===== config.mk =====
export PLATFORM = sky130hd
export DESIGN_NAME = vend_ctrl
export DESIGN_NICKNAME = d
export VERILOG_FILES = /design/src/rtl/vend_pkg.sv /design/src/rtl/vend_edge_det.sv /design/src/rtl/vend_ctrl.sv
export SDC_FILE = /design/constraint.sdc
export NUM_CORES = 1
export LEC_CHECK = 0
export ABC_AREA = 1
export CAP_MARGIN = 15
export CORE_ASPECT_RATIO = 0.75
export CORE_MARGIN = 2
export CORE_UTILIZATION = 60
export CTS_BUF_LIST = sky130_fd_sc_hd__clkbuf_16
export DETAILED_ROUTE_END_ITERATION = 16
export GPL_ROUTABILITY_DRIVEN = 0
export PLACE_DENSITY = 0.84
export SYNTH_ARGS = -nofsm -noshare
export SYNTH_HDL_FRONTEND = slang
export SYNTH_SLANG_ARGS = --single-unit

===== constraint.sdc =====
create_clock -name clk -period 4.3 [get_ports clk]
set_input_delay 0.86 -clock clk [delete_from_list [all_inputs] [get_ports clk]]
set_output_delay 0.86 -clock clk [all_outputs]
set_load 0.05 [all_outputs]

===== src/rtl/vend_pkg.sv =====
// Shared types and unit constants for the vending controller.
// All money values are in half-yuan units.
package vend_pkg;

    localparam int BAL_W        = 10;
    localparam int NUM_EVT      = 5;
    localparam int COIN_ONE_VAL = 2;
    localparam int COIN_TEN_VAL = 20;
    localparam int CHG_HALF_VAL = 1;

    typedef logic [BAL_W-1:0] bal_t;
    typedef logic [BAL_W:0]   sum_t;

    typedef enum logic [1:0] {
        ST_IDLE   = 2'd0,
        ST_CREDIT = 2'd1,
        ST_VEND   = 2'd2,
        ST_CHANGE = 2'd3
    } state_e;

    // One bit per front-panel input, in the order the edge detectors are wired.
    typedef struct packed {
        logic coin_one;
        logic coin_ten;
        logic get_one;
        logic get_two;
        logic cancel;
    } evt_t;

    // Largest change coin that does not exceed the remaining balance.
    function automatic bal_t chg_amount(input bal_t bal);
        bal_t amt;
        if (bal >= bal_t'(COIN_TEN_VAL))
            amt = bal_t'(COIN_TEN_VAL);
        else if (bal >= bal_t'(COIN_ONE_VAL))
            amt = bal_t'(COIN_ONE_VAL);
        else
            amt = bal_t'(CHG_HALF_VAL);
        return amt;
    endfunction

endpackage


===== src/rtl/vend_edge_det.sv =====
// Registered rising-edge detector: evt pulses for one cycle the edge after
// the input is first seen high, so a held level yields a single event.
module vend_edge_det (
    input  logic clk,
    input  logic reset,
    input  logic in,
    output logic evt
);

    logic prev;

    always_ff @(posedge clk or posedge reset) begin
        if (reset) begin
            prev <= 1'b0;
            evt  <= 1'b0;
        end else begin
            prev <= in;
            evt  <= in & ~prev;
        end
    end

endmodule


===== src/rtl/vend_ctrl.sv =====
// Vending-machine controller: owns the credit balance, turns front-panel levels
// into events, runs the vend strobe and pays change coin by coin.
module vend_ctrl
    import vend_pkg::*;
#(
    parameter int PRICE_ONE   = 5,
    parameter int PRICE_TWO   = 10,
    parameter int MAX_BAL     = 1000,
    parameter int VEND_CYC    = 2,
    parameter int CHG_GAP     = 4,
    parameter int TIMEOUT_CYC = 1000000
) (
    input  logic             clk,
    input  logic             reset,
    input  logic             coin_one,
    input  logic             coin_ten,
    input  logic             get_one,
    input  logic             get_two,
    input  logic             cancle_flag,
    output logic [BAL_W-1:0] coin_val,
    output logic [1:0]       state,
    output logic             vend_one,
    output logic             vend_two,
    output logic             chg_ten,
    output logic             chg_one,
    output logic             chg_half,
    output logic             coin_reject,
    output logic             deny,
    output logic             buy_flag
);

    localparam int VC_W  = $clog2(VEND_CYC + 1);
    localparam int GAP_W = $clog2(CHG_GAP + 1);
    localparam int TO_W  = $clog2(TIMEOUT_CYC + 1);

    logic [NUM_EVT-1:0] raw;
    logic [NUM_EVT-1:0] evt_vec;
    evt_t               ev;

    assign raw = {coin_one, coin_ten, get_one, get_two, cancle_flag};

    genvar gi;
    generate
        for (gi = 0; gi < NUM_EVT; gi++) begin : g_edge
            vend_edge_det u_edge (
                .clk   (clk),
                .reset (reset),
                .in    (raw[gi]),
                .evt   (evt_vec[gi])
            );
        end
    endgenerate

    assign ev = evt_t'(evt_vec);

    state_e            state_q, state_nx;
    bal_t              bal_q, bal_nx;
    logic              buy_q, buy_nx;
    logic              vend_one_q, vend_one_nx;
    logic              vend_two_q, vend_two_nx;
    logic              chg_ten_q, chg_ten_nx;
    logic              chg_one_q, chg_one_nx;
    logic              chg_half_q, chg_half_nx;
    logic              rej_q, rej_nx;
    logic              deny_q, deny_nx;
    logic [VC_W-1:0]   vcnt_q, vcnt_nx;
    logic [GAP_W-1:0]  gcnt_q, gcnt_nx;
    logic [TO_W-1:0]   tcnt_q, tcnt_nx;

    sum_t coin_sum;
    sum_t bal_coin;
    sum_t price;
    bal_t chg_amt;
    logic over;
    logic coin_in;

    always_ff @(posedge clk or posedge reset) begin
        if (reset) begin
            state_q    <= ST_IDLE;
            bal_q      <= '0;
            buy_q      <= 1'b0;
            vend_one_q <= 1'b0;
            vend_two_q <= 1'b0;
            chg_ten_q  <= 1'b0;
            chg_one_q  <= 1'b0;
            chg_half_q <= 1'b0;
            rej_q      <= 1'b0;
            deny_q     <= 1'b0;
            vcnt_q     <= '0;
            gcnt_q     <= '0;
            tcnt_q     <= '0;
        end else begin
            state_q    <= state_nx;
            bal_q      <= bal_nx;
            buy_q      <= buy_nx;
            vend_one_q <= vend_one_nx;
            vend_two_q <= vend_two_nx;
            chg_ten_q  <= chg_ten_nx;
            chg_one_q  <= chg_one_nx;
            chg_half_q <= chg_half_nx;
            rej_q      <= rej_nx;
            deny_q     <= deny_nx;
            vcnt_q     <= vcnt_nx;
            gcnt_q     <= gcnt_nx;
            tcnt_q     <= tcnt_nx;
        end
    end

    always_comb begin
        price    = '0;
        coin_sum = (ev.coin_one ? sum_t'(COIN_ONE_VAL) : '0)
                 + (ev.coin_ten ? sum_t'(COIN_TEN_VAL) : '0);
        // All coins of a cycle are refused together if any would breach the ceiling.
        over     = (coin_sum != '0) && ({1'b0, bal_q} + coin_sum > sum_t'(MAX_BAL));
        coin_in  = (coin_sum != '0) && !over;
        bal_coin = {1'b0, bal_q} + (coin_in ? coin_sum : '0);
        chg_amt  = chg_amount(bal_q);

        state_nx    = state_q;
        bal_nx      = bal_q;
        buy_nx      = buy_q;
        vend_one_nx = 1'b0;
        vend_two_nx = 1'b0;
        chg_ten_nx  = 1'b0;
        chg_one_nx  = 1'b0;
        chg_half_nx = 1'b0;
        rej_nx      = 1'b0;
        deny_nx     = 1'b0;
        vcnt_nx     = '0;
        gcnt_nx     = '0;
        tcnt_nx     = '0;

        case (state_q)
            ST_IDLE, ST_CREDIT: begin
                rej_nx   = over;
                bal_nx   = bal_t'(bal_coin);
                state_nx = (bal_coin != '0) ? ST_CREDIT : ST_IDLE;
                if (ev.cancel) begin
                    if (bal_coin != '0)
                        state_nx = ST_CHANGE;
                end else if (ev.get_two || ev.get_one) begin
                    // Affordability uses the pre-coin balance; coins still land this cycle.
                    price = ev.get_two ? sum_t'(PRICE_TWO) : sum_t'(PRICE_ONE);
                    if ({1'b0, bal_q} >= price) begin
                        bal_nx      = bal_t'(bal_coin - price);
                        buy_nx      = 1'b1;
                        vend_two_nx = ev.get_two;
                        vend_one_nx = !ev.get_two;
                        state_nx    = ST_VEND;
                    end else begin
                        deny_nx = 1'b1;
                    end
                end else if (state_q == ST_CREDIT && !coin_in) begin
                    if (tcnt_q == TO_W'(TIMEOUT_CYC - 1))
                        state_nx = ST_CHANGE;
                    else
                        tcnt_nx = tcnt_q + 1'b1;
                end
            end

            ST_VEND: begin
                rej_nx = (coin_sum != '0);
                if (vcnt_q == VC_W'(VEND_CYC - 1)) begin
                    state_nx = (bal_q != '0) ? ST_CREDIT : ST_IDLE;
                end else begin
                    vcnt_nx     = vcnt_q + 1'b1;
                    vend_one_nx = vend_one_q;
                    vend_two_nx = vend_two_q;
                end
            end

            ST_CHANGE: begin
                rej_nx = (coin_sum != '0);
                if (bal_q == '0) begin
                    buy_nx   = 1'b0;
                    state_nx = ST_IDLE;
                end else if (gcnt_q == '0) begin
                    bal_nx      = bal_q - chg_amt;
                    chg_ten_nx  = (chg_amt == bal_t'(COIN_TEN_VAL));
                    chg_one_nx  = (chg_amt == bal_t'(COIN_ONE_VAL));
                    chg_half_nx = (chg_amt == bal_t'(CHG_HALF_VAL));
                    gcnt_nx     = GAP_W'(CHG_GAP - 1);
                end else begin
                    gcnt_nx = gcnt_q - 1'b1;
                end
            end

            default: state_nx = ST_IDLE;
        endcase
    end

    assign coin_val    = bal_q;
    assign state       = state_q;
    assign vend_one    = vend_one_q;
    assign vend_two    = vend_two_q;
    assign chg_ten     = chg_ten_q;
    assign chg_one     = chg_one_q;
    assign chg_half    = chg_half_q;
    assign coin_reject = rej_q;
    assign deny        = deny_q;
    assign buy_flag    = buy_q;

endmodule


# Yosys cells after proc, flatten, opt, wreduce, memory -nomap -nowiden
# Index checks and enable logic that the tools add are counted.
dict set report word_totals {
  register_bits 55
  inputBits 7
  output_inout_bits 20
  wordCells 140
}
dict set report classes {
  addsub 8
  magnitude_cmp 4
  eq_ne 15
  n_mux 61
  n_bitwise 10
  n_reduce_logical 19
}
# op count
set ops {}
lappend ops {{$mux 20} 5}
lappend ops {{$mux 10} 5}
lappend ops {{$mux 1} 26}
lappend ops {{$mux 2} 12}
lappend ops {{$add 10x6->11} 2}
lappend ops {{$reduce_bool 11->1} 2}
lappend ops {{$add 20x1->20 const B} 1}
lappend ops {{$eq 20x20->1 const B} 1}
lappend ops {{$pmux 10 s2} 1}
lappend ops {{$ne 2x2->1 const B} 7}
lappend ops {{$gt 11x10->1 const B} 1}
lappend ops {{$eq 10x1->1 const B} 1}
lappend ops {{$eq 10x2->1 const B} 1}
lappend ops {{$eq 10x5->1 const B} 1}
lappend ops {{$ge 10x2->1 const B} 1}
lappend ops {{$ge 10x4->1} 1}
lappend ops {{$ge 10x5->1 const B} 1}
lappend ops {{$logic_not 10->1} 1}
lappend ops {{$mux 5} 2}
lappend ops {{$reduce_bool 10->1} 1}
lappend ops {{$sub 10x10->10} 1}
lappend ops {{$sub 10x4->10} 1}
lappend ops {{$mux 3} 3}
lappend ops {{$pmux 1 s2} 4}
lappend ops {{20 further kinds} 35}

# Depth between registers and ports, before layout
dict set report logic_depth {
  depth_word 16
  depth_mapped 25
  depth_no_buf 25
}

# Modules after synthesis
# From an unflattened synthesis, not the netlist that was laid out.
dict set report hier_totals {
  cells_unflattened 509
  hier_area_um2 3851.2
}
# module n_inst cells_each area_per_inst_um2
set modules_own_cells {}
lappend modules_own_cells {vend_ctrl 1 484 3532.1}
lappend modules_own_cells {vend_edge_det 5 5 63.8}

# Worst setup path before layout
# OpenSTA, ideal clock, no wires.
dict set report synth_path {
  kind {register to register}
  start {register bal_q[1] (netlist: coin_val[1])}
  end {register bal_q[6] (netlist: coin_val[6])}
  arrival_time_ps 3948
  required_ps 4213
  path_slack_ps 265
  stages_incl_launch_ff 25
  period_less_slack_ps 4035
  path_cell_list {dfrtp_1 ha_1 fa_1 nor2_1 nand2_1 nand3_1 nand3_1 nand2_1 nor2_1 nand2_1 nand2_1 nor2_1 ha_1 fa_1 xor2_1 ha_1 a21oi_1 nand2_1 nor2_1 nand3_1 nor2_2 nor2_1 nor2_1 nand2_1 a22oi_1}
}
dict set report synth_between {
  elab_chain_cells 12
  word_cells_on_any_way 23
}
# element line_no
set synth_rtl {}
lappend synth_rtl {{from (decl)} vend_ctrl.sv:57} ;# bal_t bal_q, bal_nx;
lappend synth_rtl {{from (signal assigned)} vend_ctrl.sv:94} ;# bal_q <= bal_nx;
lappend synth_rtl {{$add 10x6->11} vend_ctrl.sv:114} ;# over = (coin_sum != '0) && ({1'b0, bal_q} + coin_sum > sum_t'(MAX_BAL));
lappend synth_rtl {{$gt 11x10->1} vend_ctrl.sv:114}
lappend synth_rtl {{$logic_and 1x1->1} vend_ctrl.sv:114}
lappend synth_rtl {{$logic_not 1->1} vend_ctrl.sv:115} ;# coin_in = (coin_sum != '0) && !over;
lappend synth_rtl {{$logic_and 1x1->1} vend_ctrl.sv:115}
lappend synth_rtl {{$mux 6} vend_ctrl.sv:116} ;# bal_coin = {1'b0, bal_q} + (coin_in ? coin_sum : '0);
lappend synth_rtl {{$add 10x6->11} vend_ctrl.sv:116}
lappend synth_rtl {{$sub 10x4->10} vend_ctrl.sv:145} ;# bal_nx = bal_t'(bal_coin - price);
lappend synth_rtl {{$mux 10} vend_ctrl.sv:144} ;# if ({1'b0, bal_q} >= price) begin
lappend synth_rtl {{$mux 10} vend_ctrl.sv:141} ;# end else if (ev.get_two || ev.get_one) begin
lappend synth_rtl {{$mux 10} vend_ctrl.sv:138} ;# if (ev.cancel) begin
lappend synth_rtl {{$pmux 10 s2} vend_ctrl.sv:133} ;# case (state_q)
# Several ways; a longest one is shown, not always the timed one. The select of a mux whose other input is x is not followed.
# A chain may end at the register's enable or synchronous reset.

# Worst setup path after layout
dict set report layout_path {
  start {register bal_q[1] (netlist: coin_val[1])}
  end {register bal_q[7] (netlist: coin_val[7])}
}
# The elaborated chain is that of the path after synthesis.

==> results.cfg <==
[final_layout]
fin_cells = 667
multi_input_area_mm2 = 0.00219
syn_to_final_growth_pct = 13.7
final_area_mm2 = 0.00448
layout_commonest_cell = nand2_1
num-nets-final = 616
layout_common_cells = nand2_1, inv_1, nor2_1, dfrtp_1, nand3_1
drive_gt1_share_pct = 8.53
antenna_cells = 0
nFillCells = 497
seqCellArea_mm2 = 0.00138

[placement]
hpwlAfterDp_um = 7440
dp_cells = 657
post_dp_cell_area_mm2 = 0.00428
port_buffers = 26

[global_route]
grt_pass1_wl_um = 17000
grt_use_total_pct = 29.3
grt_max_degree = 30
grt-ovfl-total = 0
antenna_found_initial = 0
grt_pass1_vias = 3709

[die]
initial_core_util_pct = 62.3
fp-row-count = 25
ioPinCount = 27
chipWidth_um = 97.5
design.die.area_mm2 = 0.00723
die_y_um = 74.2
core_area_mm2 = 0.00632

[critical_path]
crit_type = reg2reg
worstSetupEndpointType = flop
start_kind = flop
worstPathMaxFanout = 4
arrival_ps = 4290
critPathRequiredTime_ps = 4520

[power]
power.total_mw = 3.07
cellLeakagePower_nw = 2.15
power_density_mw_per_mm2 = 686
ir_drop_mv = 0.430

[timing]
finalHoldViolations = 0
setup_viol = 0
rsz0062_at_grt = true
fin_crit_sh_pct = 94.5
skew_ps = 9.20
final-max-slew-violation-count = 0
tightest_slew_ps = 609
fin_crit_ps = 4060
relSlewSlack_pct = 59.3
clock.fmax_ghz = 0.246

[clocking]
numCtsBuffers = 5
cts_max_level = 2
cts_tree = built
clock-sinks = 55
cts-root-buf = clkbuf_16
clkTransAtPathRegs_ps = 70
insertion_delay_ps = 300
cts_max_path_buffers = 2

[synth]
syn_inst = 552
syn_avg_cell_area_um2 = 7.13
ys_ff_latch = 55
ys_types = 39
yosys_warnings = 0
yosysSeqAreaShare_pct = 35.0
synth_nets = 583
synth_area_mm2 = 0.00394

[drt]
wl_um = 10200
drt-wirelength-per-cell_um = 15.3
drc = 0
drt-pass1-iter-count = 5
drtIter0Drc = 345
via_count = 3862
ant_nets = 0
drt-vias-per-instance = 5.79

[min_path]
hp-class = reg2reg

[flow_run]
maxCapViolations = 0

[status]
status = completed
## power breakdown
group	leakage, nW	internal (mW)	total, mW	switching (mW)
Combinational	1.37	0.621	1.92	1.30
Sequential	0.713	0.611	0.743	0.132
Clock	0.0742	0.218	0.410	0.191
## what timing repair did
action                     CTS  global route
hold buffers                 0             0
setup buffers                0             2
setup endpoints to repair    0             6
gates resized for setup      0             6
## metrics by stage
stage	TNS (ps)	hold WS [ps]	utilization, %	setup WS [ps]
after global placement	0	381	67.7	430
after detailed placement	0	383	67.7	240
after CTS	0	395	70.0	178
after global routing	-9.82	417	70.8	-9.82
after floorplan	0	376	-	265
final	0	397	70.8	236
## worst max-delay path, cell delays in order (launching register included)
cell and delay, ps:
dfrtp_1 390, ha_1 230, fa_1 390, or2_2 300, nand3_1 90, nand3_1 70
nand2_1 70, nor2_1 40, nand2_1 90, nand2_1 80, nor2_1 290, fa_2 540
ha_1 350, nand3_1 100, nand3b_1 120, nand2_1 130, nand3_1 130, nor2_4 130
nand3_1 80, nand2_1 60, nand3_1 100, a21oi_1 190
## cells by family after synthesis
logic type / after synthesis / share of synthesized area, %
XOR/XNOR: 7 / 1.56
AO/OA/AOI/OAI: 57 / 8.20
flip-flops: 55 / 35.0
buffers and inverters: 100 / 10.4
AND/OR/NAND/NOR: 309 / 36.5
adder cells (fa/ha/maj): 24 / 8.39
## sequential cells by signal, indices dropped and copies added (netlist names)
register,cells
buy_flag,1
chg_half,1
chg_one,1
chg_ten,1
coin_reject,1
coin_val,10
deny,1
g_edge.u_edge.evt,5
g_edge.u_edge.prev,5
gcnt_q,3
state,2
tcnt_q,20
vcnt_q,2
vend_one,1
vend_two,1
## synth_stat cells (all sizes together)
| master | count | area [um^2] |
|---|---|---|
| nand3b | 2 | 15.0 |
| or2 | 3 | 18.8 |
| nor4 | 3 | 18.8 |
| nand4 | 18 | 134 |
| o211ai | 1 | 7.51 |
| fa | 4 | 80.1 |
| inv | 93 | 349 |
| o21ai | 19 | 95.1 |
| o21a | 1 | 7.51 |
| buf | 7 | 58.8 |
| a21oi | 21 | 105 |
| nand2 | 125 | 497 |
| a211oi | 1 | 7.51 |
| dfrtp | 55 | 1380 |
| a22oi | 3 | 22.5 |
| nor2 | 90 | 368 |
| nor3 | 23 | 125 |
| o2bb2ai | 1 | 8.76 |
| nand3 | 45 | 263 |
| a31oi | 6 | 37.5 |
| o22ai | 2 | 12.5 |
| a41oi | 1 | 8.76 |
| ha | 20 | 250 |
| xnor2 | 2 | 17.5 |
| a32o | 1 | 10.0 |
| xor2 | 5 | 43.8 |
## layer usage
metal	global-route usage [%]	part of all wire, %
met2	48.7	45
met5	0	0
met4	11.3	2.9
met3	4.70	8.2
met1	39.6	44
## final timing paths
check,start,endpoint,slack (ps),cells after the start
setup / recovery,coin_val[1],coin_val[7],240,21
min in group asynchronous,reset,tcnt_q[14],940,2
setup reg to reg,coin_val[1],coin_val[7],240,21
hold / removal,g_edge[3].u_edge.prev,g_edge[3].u_edge.evt,400,1
max in group asynchronous,reset,coin_val[2],2530,3
hold reg to reg,g_edge[3].u_edge.prev,g_edge[3].u_edge.evt,400,1
## area by class of cell
cell class / count / share of cell area (%)
clock buffer: 5 / 2.80
clock inverter: 3 / 0.503
inverter: 93 / 7.80
multi-input combinational: 397 / 48.9
sequential: 55 / 30.8
tap: 81 / 2.26
timing repair buffer: 33 / 6.99
No activity file was read; power rests on OpenSTA's default activity.
==> patch, RTL diff (config.mk and constraints unchanged) <==
The parameter `TIMEOUT_CYC` goes from 1000000 to 250000.
--- a/src/rtl/vend_ctrl.sv
+++ b/src/rtl/vend_ctrl.sv
@@ -8,7 +8,7 @@
     parameter int MAX_BAL     = 1000,
     parameter int VEND_CYC    = 2,
     parameter int CHG_GAP     = 4,
-    parameter int TIMEOUT_CYC = 1000000
+    parameter int TIMEOUT_CYC = 250000
 ) (
     input  logic             clk,
     input  logic             reset,
Function: same outputs for any inputs over 4 cycles, from zero or initial values and one cycle with reset high; that may be too few to reach the edited logic, so the function may still have changed.
==> patch against the original RTL <==
Worst setup slack gained 0.060 ns. Die area is 6.6% lower. Count of clock-buffer cells in the layout did not move. Sequential cell count down 2. Routed wire length decreased by 15%. Power is 5.2% lower. First-iteration DRC count fell by 13%. Critical path type unchanged. Area after synthesis decreased by 7.0%. Critical path depth increased by 2. Design area down 6.7%. Synthesized cell count fell by 12%.
==> patch: results (changes against the original RTL) <==
[outcome]
status=complete, no violations

[synthesis]
synth_fa_ha_area_share_pct=9.02  ; +0.63 points
synth.distinct_cells=41  ; +5.1%
ys_seq_area_share_pct=36.2  ; +1.2 points
syn-num-nets=515  ; -12%
synth_common_cells=nand2_1 (99), inv_1 (71), nor2_1 (68)
synth_xor_area_share_pct=2.63  ; +1.1 points

[layout]
num-multi-input-gates=349  ; -12%
fill_cells=452  ; -9.1%
buffers=30  ; -9.1%
nNetsFinal=545  ; -12%
multi_input_area_share_pct=48.5  ; -0.36 points
n_all_inverters=75  ; -19%
drive_above_1_share_pct=11.1  ; +2.5 points
seq_area_share_pct=31.8  ; +1.0 points
area_delta_synth_final_pct=14.0
final-clk-cell-share_pct=3.59  ; +0.30 points
largest_register_ffs=18  ; -10%

[worst_setup_path]
cp_max_fo=5  ; +1
max_stage_delay_ns=0.59  ; +0.05 ns
crit_arrival_ns=4.22  ; -0.07 ns
crit_family=adder cells
r2r_end=coin_val[9]$_DFFE_PP0P_

[placement]
placed_cell_area_mm2=0.00399  ; -6.8%
dp_hpwl_um=6640  ; -11%
dpl_worst_slack_ns=0.200  ; -0.0400 ns
place_inst=584  ; -11%

[power]
p_sw_w=0.00152  ; -6.2%
irDropWorstVdd_mv=0.301  ; -30%

[timing]
fin_worst_skew_ns=0.00518  ; -0.00402 ns
hold_slack_ns=0.392  ; -0.00544 ns

[hold_path]
whs_endpoint=g_edge[2].u_edge.evt$_DFF_PP0_
holdCritStartpoint=g_edge[2].u_edge.prev$_DFF_PP0_

[global_routing]
grt_first_pass_wirelength_um=14500  ; -14%
gr-usage-met2_pct=40.4  ; -8.3 points
use_met1_pct=42.3  ; +2.8 points
grt_pass1_vias=3094  ; -17%
grt_max_degree=29  ; -3.3%
grtUsageTotal_pct=27.8  ; -1.5 points

[detailed_routing]
wire_per_inst_um=14.7  ; -4.2%

## patch: power groups by stage
stage	Combinational, W	Clock (W)	Sequential (W)
finish	0.00175	0.000411	0.000753
global route	0.00190	0.000432	0.000767
CTS	0.00167	0.000412	0.000746
detailed placement	0.00165	0	0.000755
global placement	0.00161	0	0.000749
floorplan	0.00104	0	0.000943
## patch: worst max path at each step
stage,end,slack (ns),cells after the start
floorplan,coin_val[8]$_DFFE_PP0P_,0.41,24
global placement,coin_val[4]$_DFFE_PP0P_,0.37,24
detailed placement,coin_val[8]$_DFFE_PP0P_,0.20,24
CTS,coin_val[8]$_DFFE_PP0P_,0.19,24
global route,coin_val[4]$_DFFE_PP0P_,-0.007,24
finish,coin_val[9]$_DFFE_PP0P_,0.30,23
## patch: metal layers
layer	share of wire (%)	up-vias
met1	45	1551
li1	-	1623
met5	0	-
met3	11	17
met2	42	161
met4	1.5	0
## patch: timing repair
item,in CTS,in global routing
resized for setup,0,7
hold buffers,0,0
buffers inserted,0,1
setup endpoints to repair,0,9
